--- src/rtl/io_input_ctrl.sv ---
// Memory-mapped switch/button input controller: synchroniser, per-channel
// debounce, sticky press events with write-1-to-clear, and a level interrupt.
module io_input_ctrl #(
  parameter int unsigned NUM_SW          = 32,
  parameter int unsigned NUM_BTN         = 4,
  parameter int unsigned SYNC_STAGES     = 2,
  parameter int unsigned DEBOUNCE_CYCLES = 16,
  parameter int unsigned BTN_ACTIVE_LOW  = 1
) (
  input  logic               i_clk,
  input  logic               i_rst_n,
  input  logic [NUM_SW-1:0]  i_io_sw,
  input  logic [NUM_BTN-1:0] i_io_btn,
  input  logic [3:0]         i_addr,
  input  logic               i_wr_en,
  input  logic [31:0]        i_wdata,
  output logic [31:0]        o_rdata,
  output logic               o_irq
);

  localparam int unsigned NCH = NUM_SW + NUM_BTN;
  localparam int unsigned CW  = $clog2(DEBOUNCE_CYCLES + 1);

  localparam logic [1:0] REG_SW_STATE  = 2'd0;
  localparam logic [1:0] REG_BTN_STATE = 2'd1;
  localparam logic [1:0] REG_BTN_EVENT = 2'd2;
  localparam logic [1:0] REG_IRQ_EN    = 2'd3;

  logic [NUM_BTN-1:0] btn_in;
  logic [NCH-1:0]     raw;
  logic [NCH-1:0]     sync_q [SYNC_STAGES];
  logic [NCH-1:0]     sync;
  logic [NCH-1:0]     stable_q;
  logic [NCH-1:0]     stable_d;
  logic [CW-1:0]      cnt_q [NCH];
  logic [CW-1:0]      cnt_d [NCH];

  logic [NUM_BTN-1:0] btn_stable;
  logic [NUM_BTN-1:0] btn_rise;
  logic [NUM_BTN-1:0] event_q;
  logic [NUM_BTN-1:0] event_d;
  logic [NUM_BTN-1:0] event_clr;
  logic [NUM_BTN-1:0] irq_en_q;
  logic               wr_event;
  logic               wr_irq_en;
  logic               unused;

  // Buttons are normalised so that an internal 1 always means pressed.
  assign btn_in = (BTN_ACTIVE_LOW != 0) ? ~i_io_btn : i_io_btn;
  assign raw    = {btn_in, i_io_sw};
  assign sync   = sync_q[SYNC_STAGES-1];

  always_ff @(posedge i_clk or negedge i_rst_n) begin
    if (!i_rst_n) begin
      for (int unsigned i = 0; i < SYNC_STAGES; i++) sync_q[i] <= '0;
    end else begin
      sync_q[0] <= raw;
      for (int unsigned i = 1; i < SYNC_STAGES; i++) sync_q[i] <= sync_q[i-1];
    end
  end

  // A differing level must persist DEBOUNCE_CYCLES cycles; any return restarts the count.
  always_comb begin
    stable_d = stable_q;
    for (int unsigned ch = 0; ch < NCH; ch++) begin
      cnt_d[ch] = '0;
      if (sync[ch] != stable_q[ch]) begin
        if (cnt_q[ch] == CW'(DEBOUNCE_CYCLES - 1)) begin
          stable_d[ch] = sync[ch];
        end else begin
          cnt_d[ch] = cnt_q[ch] + CW'(1);
        end
      end
    end
  end

  always_ff @(posedge i_clk or negedge i_rst_n) begin
    if (!i_rst_n) begin
      stable_q <= '0;
      for (int unsigned ch = 0; ch < NCH; ch++) cnt_q[ch] <= '0;
    end else begin
      stable_q <= stable_d;
      for (int unsigned ch = 0; ch < NCH; ch++) cnt_q[ch] <= cnt_d[ch];
    end
  end

  assign btn_stable = stable_q[NCH-1:NUM_SW];
  assign btn_rise   = stable_d[NCH-1:NUM_SW] & ~btn_stable;

  assign wr_event  = i_wr_en && (i_addr[3:2] == REG_BTN_EVENT);
  assign wr_irq_en = i_wr_en && (i_addr[3:2] == REG_IRQ_EN);
  assign event_clr = wr_event ? i_wdata[NUM_BTN-1:0] : '0;

  // Set is applied after clear so a same-edge press wins over W1C.
  assign event_d = (event_q & ~event_clr) | btn_rise;

  always_ff @(posedge i_clk or negedge i_rst_n) begin
    if (!i_rst_n) begin
      event_q  <= '0;
      irq_en_q <= '0;
    end else begin
      event_q <= event_d;
      if (wr_irq_en) irq_en_q <= i_wdata[NUM_BTN-1:0];
    end
  end

  assign o_irq = |(event_q & irq_en_q);

  always_comb begin
    o_rdata = '0;
    case (i_addr[3:2])
      REG_SW_STATE:  o_rdata = 32'(stable_q[NUM_SW-1:0]);
      REG_BTN_STATE: o_rdata = 32'(btn_stable);
      REG_BTN_EVENT: o_rdata = 32'(event_q);
      REG_IRQ_EN:    o_rdata = 32'(irq_en_q);
      default:       o_rdata = '0;
    endcase
  end

  assign unused = ^{i_addr[1:0], i_wdata};

endmodule

--- config.mk ---
export PLATFORM = sky130hd
export DESIGN_NAME = io_input_ctrl
export DESIGN_NICKNAME = d
export VERILOG_FILES = /design/src/rtl/io_input_ctrl.sv
export SDC_FILE = /design/constraint.sdc
export NUM_CORES = 1
export LEC_CHECK = 0
export BUFFER_PORTS_ARGS = -buffer_cell sky130_fd_sc_hd__buf_2
export CAP_MARGIN = 15
export CORE_ASPECT_RATIO = 0.5
export CORE_MARGIN = 1
export CORE_UTILIZATION = 30
export DETAILED_ROUTE_END_ITERATION = 8
export PLACE_DENSITY_LB_ADDON = 0.1
export SYNTH_ARGS = -nofsm -noshare
export SYNTH_HDL_FRONTEND = slang
export SYNTH_SLANG_ARGS = --single-unit
--- constraint.sdc ---
create_clock -name i_clk -period 2.9 [get_ports i_clk]
set_input_delay 0.58 -clock i_clk [delete_from_list [all_inputs] [get_ports i_clk]]
set_output_delay 0.58 -clock i_clk [all_outputs]
set_load 0.02 [all_outputs]
[Word-level counts from Yosys, hierarchy flattened]
Index checks and enable logic that the tools add are counted.
Storage, ports and cells
  register bits after elaboration: 296
  bits of input ports: 75
  output and inout bits: 33
  word-level logic and storage cells: 309
Operators by class
  $add $sub $neg: 36
  equal/unequal tests: 75
  multiplexer cells: 82
  bitwise operators: 7
  reduce and logical (&&, ||, !) cells: 36
Operator list (number)
  2-to-1 mux 5 bit: 72
  adder 5 x 1 -> 5 bit (second input constant): 36
  equality test 5 x 4 -> 1 bit (second input constant): 36
  one-hot mux 32 bit (4 select lines): 1
  AND reduction 2 bit: 32
  inequality test 1 bit: 36
  AND 4 bit: 3
  NOT 4 bit: 3
  2-to-1 mux 1 bit: 8
  equality test 2 bit (second input constant): 2
  2-to-1 mux 4 bit: 1
  bitwise OR 4 bit: 1
  OR reduction 4 bit: 1
  equality test 2 x 1 -> 1 bit (second input constant): 1
  logical AND 1 bit: 2
  logical NOT 2 bit: 1

[Depth between registers and ports, before layout]
Gate-level depths: netlist of the first run.
  word-level depth: 6
  depth in mapped cells: 4
  depth with buffers taken out: 4

[Least setup slack after synthesis of the first run]
Ideal clock, no wire load.
  kind: input to output
  start point: input i_addr[2]
  end point: output o_rdata[11]
  arrival time: 1.291 ns
  required time: 2.320 ns
  path slack: 1.029 ns
  cell stages on the path: 4
  path buffers: 2
  cells stage by stage: buf_6 > nor2_8 > clkbuf_1 > and2_1
Between the ends
  longest elaborated chain between the ends: 2
  elaborated cells on any way between the ends: 5
  classes of those cells: 3 x eq/ne; 1 x mux; 1 x reduce/logical
Ends and longest elaborated chain
  start: declaration: line 14  | input logic [3:0] i_addr,
  equality test 2 bit (tied with other cells): line 111  | case (i_addr[3:2])
  one-hot mux 32 bit (4 select lines) (*): line 111
  end: declaration: line 17  | output logic [31:0] o_rdata,
Every way passes the cells marked *; elsewhere a longest branch is shown, timed or not.

[Worst setup path in the final report of the first run]
  start point: register stable_q[1]
  end point: output o_rdata[1]
Between the ends
  longest elaborated chain between the ends: 1
Ends and longest elaborated chain
  start: declaration: line 33  | logic [NCH-1:0] stable_q;
  start signal: assignment: line 82  | stable_q <= stable_d;
  one-hot mux 32 bit (4 select lines): line 111
No other way between the ends.

==> results of run 1 <==
## registers in the layout, indices dropped and copies added (netlist names)
signal / flops
sync: 36
event_q: 4
stable_q: 36
cnt_q: 180
sync_q: 36
irq_en_q: 4
## final cells by class
class	instances	area, um2	area share
sequential	296	7410	0.552
multi-input combinational	554	3790	0.283
clock buffer	41	821	0.0612
tap	484	606	0.0451
timing repair buffer	82	473	0.0353
clock inverter	13	203	0.0151
inverter	31	116	0.00867
## cells in the mapped netlist (all sizes together)
master and instances:
dfrtp 296, nor2 132, xor2 108, and2 77, nand3 73, mux2 40, and3 36, ha 36
o21ai 36, inv 31, nand2 5, a32o 4, mux4 4, a22oi 2, buf 2, clkbuf 2
and3b 1
## worst min-delay path by stage
stage	from	end	slack (ns)	cells past startpoint
after floorplan	i_rst_n	cnt_q[0]	0.28	0
after CTS	i_io_sw[9]	sync_q[45]	0.08	1
final	i_io_sw[9]	sync_q[45]	0.13	1
after global placement	sync_q[66]	sync[30]	0.33	0
after global routing	i_io_sw[24]	sync_q[60]	0.09	1
after detailed placement	sync_q[48]	sync[12]	0.33	0
## cell families (layout without fill, tap and decap cells)
| group | Yosys count | in the layout |
|---|---|---|
| adders and majority gates | 36 | 36 |
| DFF | 296 | 296 |
| xor gates and xnor gates | 108 | 108 |
| and+or+nand+nor | 324 | 324 |
| muxes | 44 | 44 |
| buffers and inverters | 35 | 167 |
| AOI/OAI and AO/OA | 42 | 42 |
## routing by layer
metal,vias to the layer above,share of wire,GRT usage
met5,-,0,0
met4,0,0.025,0.0287
met3,32,0.034,0.0252
met2,51,0.50,0.172
met1,3215,0.45,0.120
li1,3147,-,-
## per-stage QoR
step,area (um2),util
2_1_floorplan,11300,-
5_1_grt,13400,0.367
3_5_place_dp,12400,0.339
6_report,13400,0.367
3_3_place_gp,12400,0.339
4_1_cts,13400,0.367
## layout by cell type (no fill, tap or decap), drive strengths merged
cell type / Yosys / layout
mux2: 40 / 40
dfrtp: 296 / 296
clkinv: 0 / 5
nand2: 5 / 5
and2: 77 / 77
clkbuf: 2 / 41
bufinv: 0 / 5
and3: 36 / 36
ha: 36 / 36
dlygate4sd3: 0 / 1
o21ai: 36 / 36
clkinvlp: 0 / 1
nor2: 132 / 132
nand3: 73 / 73
and3b: 1 / 1
mux4: 4 / 4
inv: 31 / 33
xor2: 108 / 108
a22oi: 2 / 2
a32o: 4 / 4
buf: 2 / 81
## repair_timing
item / CTS / global route
endpoints found under the hold margin: 34 / 0
endpoints found under the setup margin: 0 / 0
hold buffers: 1 / 0
## where the power goes
group	switching, mW	internal [mW]	leakage [nW]	total, mW
clock	1.59	2.42	0.503	4.01
combinational	0.237	0.174	2.62	0.411
sequential	0.119	4.31	3.87	4.43
total	1.94	6.91	6.99	8.85
## critical path, delay by kind of cell, from the launching register on
kind     cells  cell delay, ns
buf+inv      1            0.17
mux          1            0.46
flops        1            0.43
==> flow_summary.toml, run 1 <==
[timing]
clock_skew_ns = 0.0172
fmax_mhz = 458
fin_setup_tns_ns = 0
worst_slew_pin_slew_ns = 0.487
layout_setup_ws_ns = 0.719
rsz0062_at_grt = "false"
setup_viol = 0
min_period_over_period = 0.752
period_needed_ns = 2.18
max_slew_margin = 0.675
hold-worst-slack_ns = 0.126
hold_violations = 0
drv_slew = 0

[route]
firstDrtPassIters = 4
drt-vias-per-instance = 4.29
via_count = 6445
ant_nets = 0
routed_wl_um = 17900
drtIter0Drc = 238
routedWlPerCell_um = 11.9
drcViolationCount = 0

[synthesis]
synthDominantCellAreaShare = 0.653
syn_inst = 885
synth_top_family_by_area = "simple AND/OR/NAND/NOR gates"
synth_cell_types = 19
yosysTopAreaCell = "dfrtp_1"
synth_fa_ha_area_frac = 0.0397
synth_area_um2 = 11300
postSynthRegisterBits = 296
synth_xor_area_frac = 0.0834
syn_area_per_cell_um2 = 12.8
synth_mux_area_frac = 0.0477
yosys_warnings = 0
ys_top_cells_by_area = "dfrtp_1 65%, xor2_1 8.3%, nor2_1 4.3%"
synthSimpleGateAreaFrac = 0.143
synth_compound_area_frac = 0.0207
synthesis.nets = 996
seq_area_frac_synth = 0.653

[clock_network]
cts-root-buf = "clkbuf_16"
clk_pin_slew_ns = 0.07
post_cts_buffers = 0
cts_tree = "done"
cts_max_path_buffers = 3
cts_buffers = 29
cts-resized-gates = 0
cts.sinks = 296
htree_num_levels = 1
clock_latency_ns = 0.55

[worst_setup_path]
worstPathMaxFanout = 3
path_class = "reg -> out"
crit_path_end_kind = "output pin"
cpPeakStageDelay_ns = 0.46
worstPathArrival_ns = 1.60
critical-path-slowest-cell = "mux4_2"
rr_startpoint = "cnt_q[15]"
critPathLaunch = "stable_q[1]"
path_cells = "mux4_2 -> buf_2"
ff2ff_setup_slack_ns = 1.58
timing.rr.end = "stable_q[32]"
ff2ff_path_depth = 4
endpoint = "o_rdata[1]"
cp.required_ns = 2.32
start_kind = "flop"

[final_layout]
diodes = 0
nNetsFinal = 1105
layout.cells.non_filler = 1501
drive_gt1_frac = 0.172
n_fill_cell = 3590
area_growth_pct = 18.3

[floorplanning]
die_w_um = 277
die-area_um2 = 38600
core_area_um2 = 36500
die_h_um = 140
rows = 49
start_util = 0.310
ios = 108

[placed_design]
place_congestion = 0.707
io_buffer_count = 77
placed_cells = 1446
pre_cts_ws_ns = 0.688
dp_hpwl_um = 11900

[status]
status = "completed"

[job]
drv_cap = 0

[grt]
grt_overflow_total = 0
grt.total_usage = 0.0986
grt_pass1_wl_um = 31900
grt_max_degree = 85
antenna_found_initial = 0
grt_pass1_vias = 6890

[power]
p_leak_nw = 6.99
power_mw = 8.85
peakVddDrop_uv = 412
power.density_nw_per_um2 = 660

[hold_path]
hold_class = "in -> reg"
No activity file was read; power rests on OpenSTA's default activity.
==> run 2: changes to the inputs <==
clock period = 2.2 ns   (was 2.9 ns; I/O delays follow)
==> run 2 against run 1 <==
Routed wire length rose by 2.0%. Global-route usage rose by 0.40 points. Via count rose by 1.4%. Non-clock buffer count rose by 34. Critical path depth did not move. Worst setup slack got worse by 0.56 ns. Core utilization rose by 0.79 points. Largest cell class unchanged. Highest routed layer unchanged.
==> flow_summary.toml, run 2 (synthesis results as in run 1) <==
[status]
status = "completed"

[placed_design]
pre_cts_ws_ns = 0.333
placed_cell_area_um2 = 12400
dp_hpwl_um = 12000
io_buffer_count = 77
place_congestion = 0.697

[worst_setup_path]
worst-path-stages = 2
worstPathArrival_ns = 1.61
cp.required_ns = 1.76
ff2ff_path_depth = 4
worstPathMaxFanout = 3
critical-path-slowest-cell = "mux4_2"
start_kind = "flop"
path_class = "reg -> out"
crit_family = "multiplexers"
path_buf_inv = 1
path_cells = "mux4_2 -> buf_2"
cpPeakStageDelay_ns = 0.46
crit_path_end_kind = "output pin"

[timing]
worst_slew_pin_slew_ns = 0.437
setup_viol = 0
drv_slew = 0
hold-worst-slack_ns = 0.0428
layout_setup_ws_ns = 0.154
period_needed_ns = 2.05
fmax_mhz = 489
clock_skew_ns = 0.00945
hold_violations = 0
max_slew_margin = 0.708
rsz0062_at_grt = "false"
min_period_over_period = 0.930
fin_setup_tns_ns = 0

[route]
via_count = 6534
ant_nets = 0
drcViolationCount = 0
highest_layer = "met4"
wl_met3_um = 563
wl_met1_um = 8550
dr_wl_met2_um = 8670
drt-vias-per-instance = 4.27
routedWlPerCell_um = 11.9
drtIter0Drc = 210
routed_wl_um = 18300
firstDrtPassIters = 4

[grt]
grt_pass1_wl_um = 33200
grt_pass1_vias = 6938
antenna_found_initial = 0
grt.total_usage = 0.103
grt_overflow_total = 0
grt_max_degree = 80

[power]
peakVddDrop_uv = 444
pwr-share-seq = 0.514
power.density_nw_per_um2 = 829
clkPwrFrac = 0.434
p_leak_nw = 7.11
swShare = 0.225
p_sw_mw = 2.56
combPwrFrac = 0.052
intPower_mw = 8.81

[hold_path]
hold_class = "in -> reg"
worstHoldPathCells = 2

[clock_network]
cts_max_path_buffers = 3
htree_num_levels = 1
cts_buffers = 29
cts_tree = "done"
clk_pin_slew_ns = 0.06
post_cts_buffers = 0
cts.sinks = 296
clock_latency_ns = 0.55
cts-resized-gates = 0
cts-root-buf = "clkbuf_16"
cts_hold_buffers = 34

[final_layout]
diodes = 0
final_common_cell = "dfrtp_1"
final_area_um2 = 13700
drive_gt1_frac = 0.170
largest_reg_flops = 180
nNetsFinal = 1139
utilization = 0.375
top_register = "cnt_q"
area_growth_pct = 20.8
final_cell_mix = "296 x dfrtp_1, 131 x nor2_1, 108 x xor2_1"

[floorplanning]
core_area_um2 = 36500
die_h_um = 140
die_w_um = 277
ios = 108
die-area_um2 = 38600
start_util = 0.310
rows = 49

[job]
drv_cap = 0
## run 2: layer usage
layer | GRT usage | vias to the layer above
met5 | 0 | -
met4 | 0.0292 | 0
met3 | 0.0240 | 35
met2 | 0.171 | 47
met1 | 0.133 | 3239
li1 | - | 3213
## run 2: final timing paths
path | from | to | slack [ns]
setup reg to reg | cnt_q[15] | stable_q[32] | 0.86
hold reg to reg | sync_q[69] | sync[33] | 0.34
setup / recovery | stable_q[2] | o_rdata[2] | 0.15
max in group asynchronous | i_rst_n | sync_q[57] | 1.11
hold / removal | i_io_btn[2] | sync_q[70] | 0.04
min in group asynchronous | i_rst_n | cnt_q[14] | 0.34
## run 2: cell type report
type	instances	area, um2
inverters	31	116
flip-flops and latches	296	7410
well taps	484	606
multi-input cells	554	3790
clock inverters	10	77.6
fillers	3533	22800
repair buffers	116	836
clock buffers	41	871
## run 2: per-stage QoR
| step | power (mW) | instances |
|---|---|---|
| floorplan | 6.23 | 885 |
| global placement | 6.49 | 1447 |
| detailed placement | 6.51 | 1447 |
| CTS | 11.6 | 1532 |
| global route | 12.0 | 1532 |
| finish | 11.4 | 1532 |
## run 2: worst register-to-register path, stage by stage (launching register included)
cell	delay, ns
dfrtp_1	0.37
ha_1	0.20
nand3_1	0.13
nor2_1	0.18
mux2_2	0.35
## run 2: power groups by stage
stage                     registers (mW)  logic [mW]  clock network, mW
final                               5.84       0.593               4.93
after global placement              5.94       0.553                  0
after floorplan                     5.91       0.325                  0
after CTS                           5.85       0.622               5.16
after global routing                5.88       0.706               5.38
after detailed placement            5.95       0.569                  0
==> run 3: changes to the inputs <==
CTS_BUF_LIST = sky130_fd_sc_hd__clkbuf_16   (was default)
==> run 3 against run 2 <==
Clock-buffer cell count decreased by 12. Via count is 0.23% higher. Global-route usage barely moved.
==> flow_summary.toml, run 3 (synthesis results as in run 1) <==
[hold_path]
hold_class = "in -> reg"
hold_start = "i_io_btn[2]"

[power]
p_leak_nw = 7.07
clkPwrFrac = 0.415
power.density_nw_per_um2 = 809
pwr-share-seq = 0.531
p_sw_mw = 2.55
swShare = 0.232
peakVddDrop_uv = 445
combPwrFrac = 0.054
intPower_mw = 8.45

[grt]
grt_pass1_wl_um = 33200
antenna_found_initial = 0
grt_pass1_vias = 6939
grt_max_degree = 80
grt.total_usage = 0.103
grt_overflow_total = 0

[floorplanning]
die_h_um = 140
die_w_um = 277
ios = 108
rows = 49
start_util = 0.310
core_area_um2 = 36500
die-area_um2 = 38600

[route]
ant_nets = 0
via_count = 6549
routedWlPerCell_um = 11.9
drcViolationCount = 0
drtIter0Drc = 227
firstDrtPassIters = 4
drt-vias-per-instance = 4.27
routed_wl_um = 18300

[final_layout]
final_cell_mix = "296 x dfrtp_1, 131 x nor2_1, 108 x xor2_1"
nNetsFinal = 1139
final_common_cell = "dfrtp_1"
area_growth_pct = 19.9
drive_gt1_frac = 0.160
diodes = 0
largest_reg_flops = 180
top_register = "cnt_q"

[timing]
drv_slew = 0
fin_setup_tns_ns = 0
hold_violations = 0
rsz0062_at_grt = "false"
period_needed_ns = 2.05
clock_skew_ns = 0.00945
max_slew_margin = 0.710
setup_viol = 0
fmax_mhz = 488
worst_slew_pin_slew_ns = 0.435
hold-worst-slack_ns = 0.0428
min_period_over_period = 0.931

[clock_network]
cts_buffers = 29
cts.sinks = 296
post_cts_buffers = 0
clock_latency_ns = 0.55
clk_pin_slew_ns = 0.07
cts_tree = "done"
cts-root-buf = "clkbuf_16"
htree_num_levels = 1
cts_max_path_buffers = 3

[worst_setup_path]
path_cells = "mux4_2 -> buf_2"
crit_path_end_kind = "output pin"
critPathLaunch = "stable_q[34]"
rr_startpoint = "cnt_q[15]"
worstPathArrival_ns = 1.61
cp.required_ns = 1.76
path_class = "reg -> out"
worstPathMaxFanout = 4
cpPeakStageDelay_ns = 0.45
start_kind = "flop"
critical-path-slowest-cell = "mux4_2"

[placed_design]
dp_hpwl_um = 12000
place_congestion = 0.697
io_buffer_count = 77

[job]
drv_cap = 0

[status]
status = "completed"
-- run 3: cell count changes in the layout (fill, tap and decap cells not counted), sizes merged --
| cell | previous run | this run |
|---|---|---|
| clkbuf | 41 | 29 |
| clkinv | 8 | 18 |
| inv | 31 | 33 |
-- run 3: cell type report --
| cell class | instances | area, um2 |
|---|---|---|
| fillers | 3546 | 22900 |
| flip-flops and latches | 296 | 7410 |
| multi-input cells | 554 | 3790 |
| repair buffers | 116 | 836 |
| clock buffers | 29 | 726 |
| well taps | 484 | 606 |
| clock inverters | 22 | 123 |
| inverters | 31 | 116 |
-- run 3: critical path, delay by kind of cell, from the launching register on --
kind / cells / cell delay, ns
multiplexers: 1 / 0.45
flip-flops: 1 / 0.43
buffers and inverters: 1 / 0.17
-- run 3: what timing repair did --
item	in CTS	in global routing
gates resized for setup	0	0
hold endpoints to repair	62	0
hold buffers	34	0
-- run 3: routing by layer --
metal  vias up  share of wire  GRT usage  wire (um)
li1       3217              -          -          -
met1      3248           0.47      0.134       8520
met2        47           0.47      0.171       8670
met3        37          0.031     0.0240        563
met4         0          0.028     0.0292        517
met5         -              0          0          0
-- run 3: per-stage QoR --
step	instances	cell area (um2)	setup WS (ns)	utilization	total power [mW]
2_1_floorplan	885	11300	0.609	-	6.23
3_3_place_gp	1447	12400	0.360	0.340	6.49
3_5_place_dp	1447	12400	0.333	0.340	6.51
4_1_cts	1532	13600	0.102	0.372	11.3
5_1_grt	1532	13600	0.0745	0.372	11.6
6_report	1532	13600	0.152	0.372	11.0
-- run 3: power by group through the flow --
stage	Combinational, mW	Sequential [mW]	Clock, mW
after CTS	0.622	5.85	4.79
after global placement	0.553	5.94	0
after global routing	0.706	5.88	5.01
after floorplan	0.325	5.91	0
final	0.593	5.85	4.56
after detailed placement	0.569	5.95	0
-- run 3: worst paths after layout --
check,endpoint,slack [ns],cells after the start
max,o_rdata[2],0.15,2
min,sync_q[70],0.04,2
max reg2reg,stable_q[32],0.86,4
min reg2reg,sync[33],0.34,0
max in group asynchronous,sync_q[57],1.11,3
min in group asynchronous,cnt_q[14],0.34,2
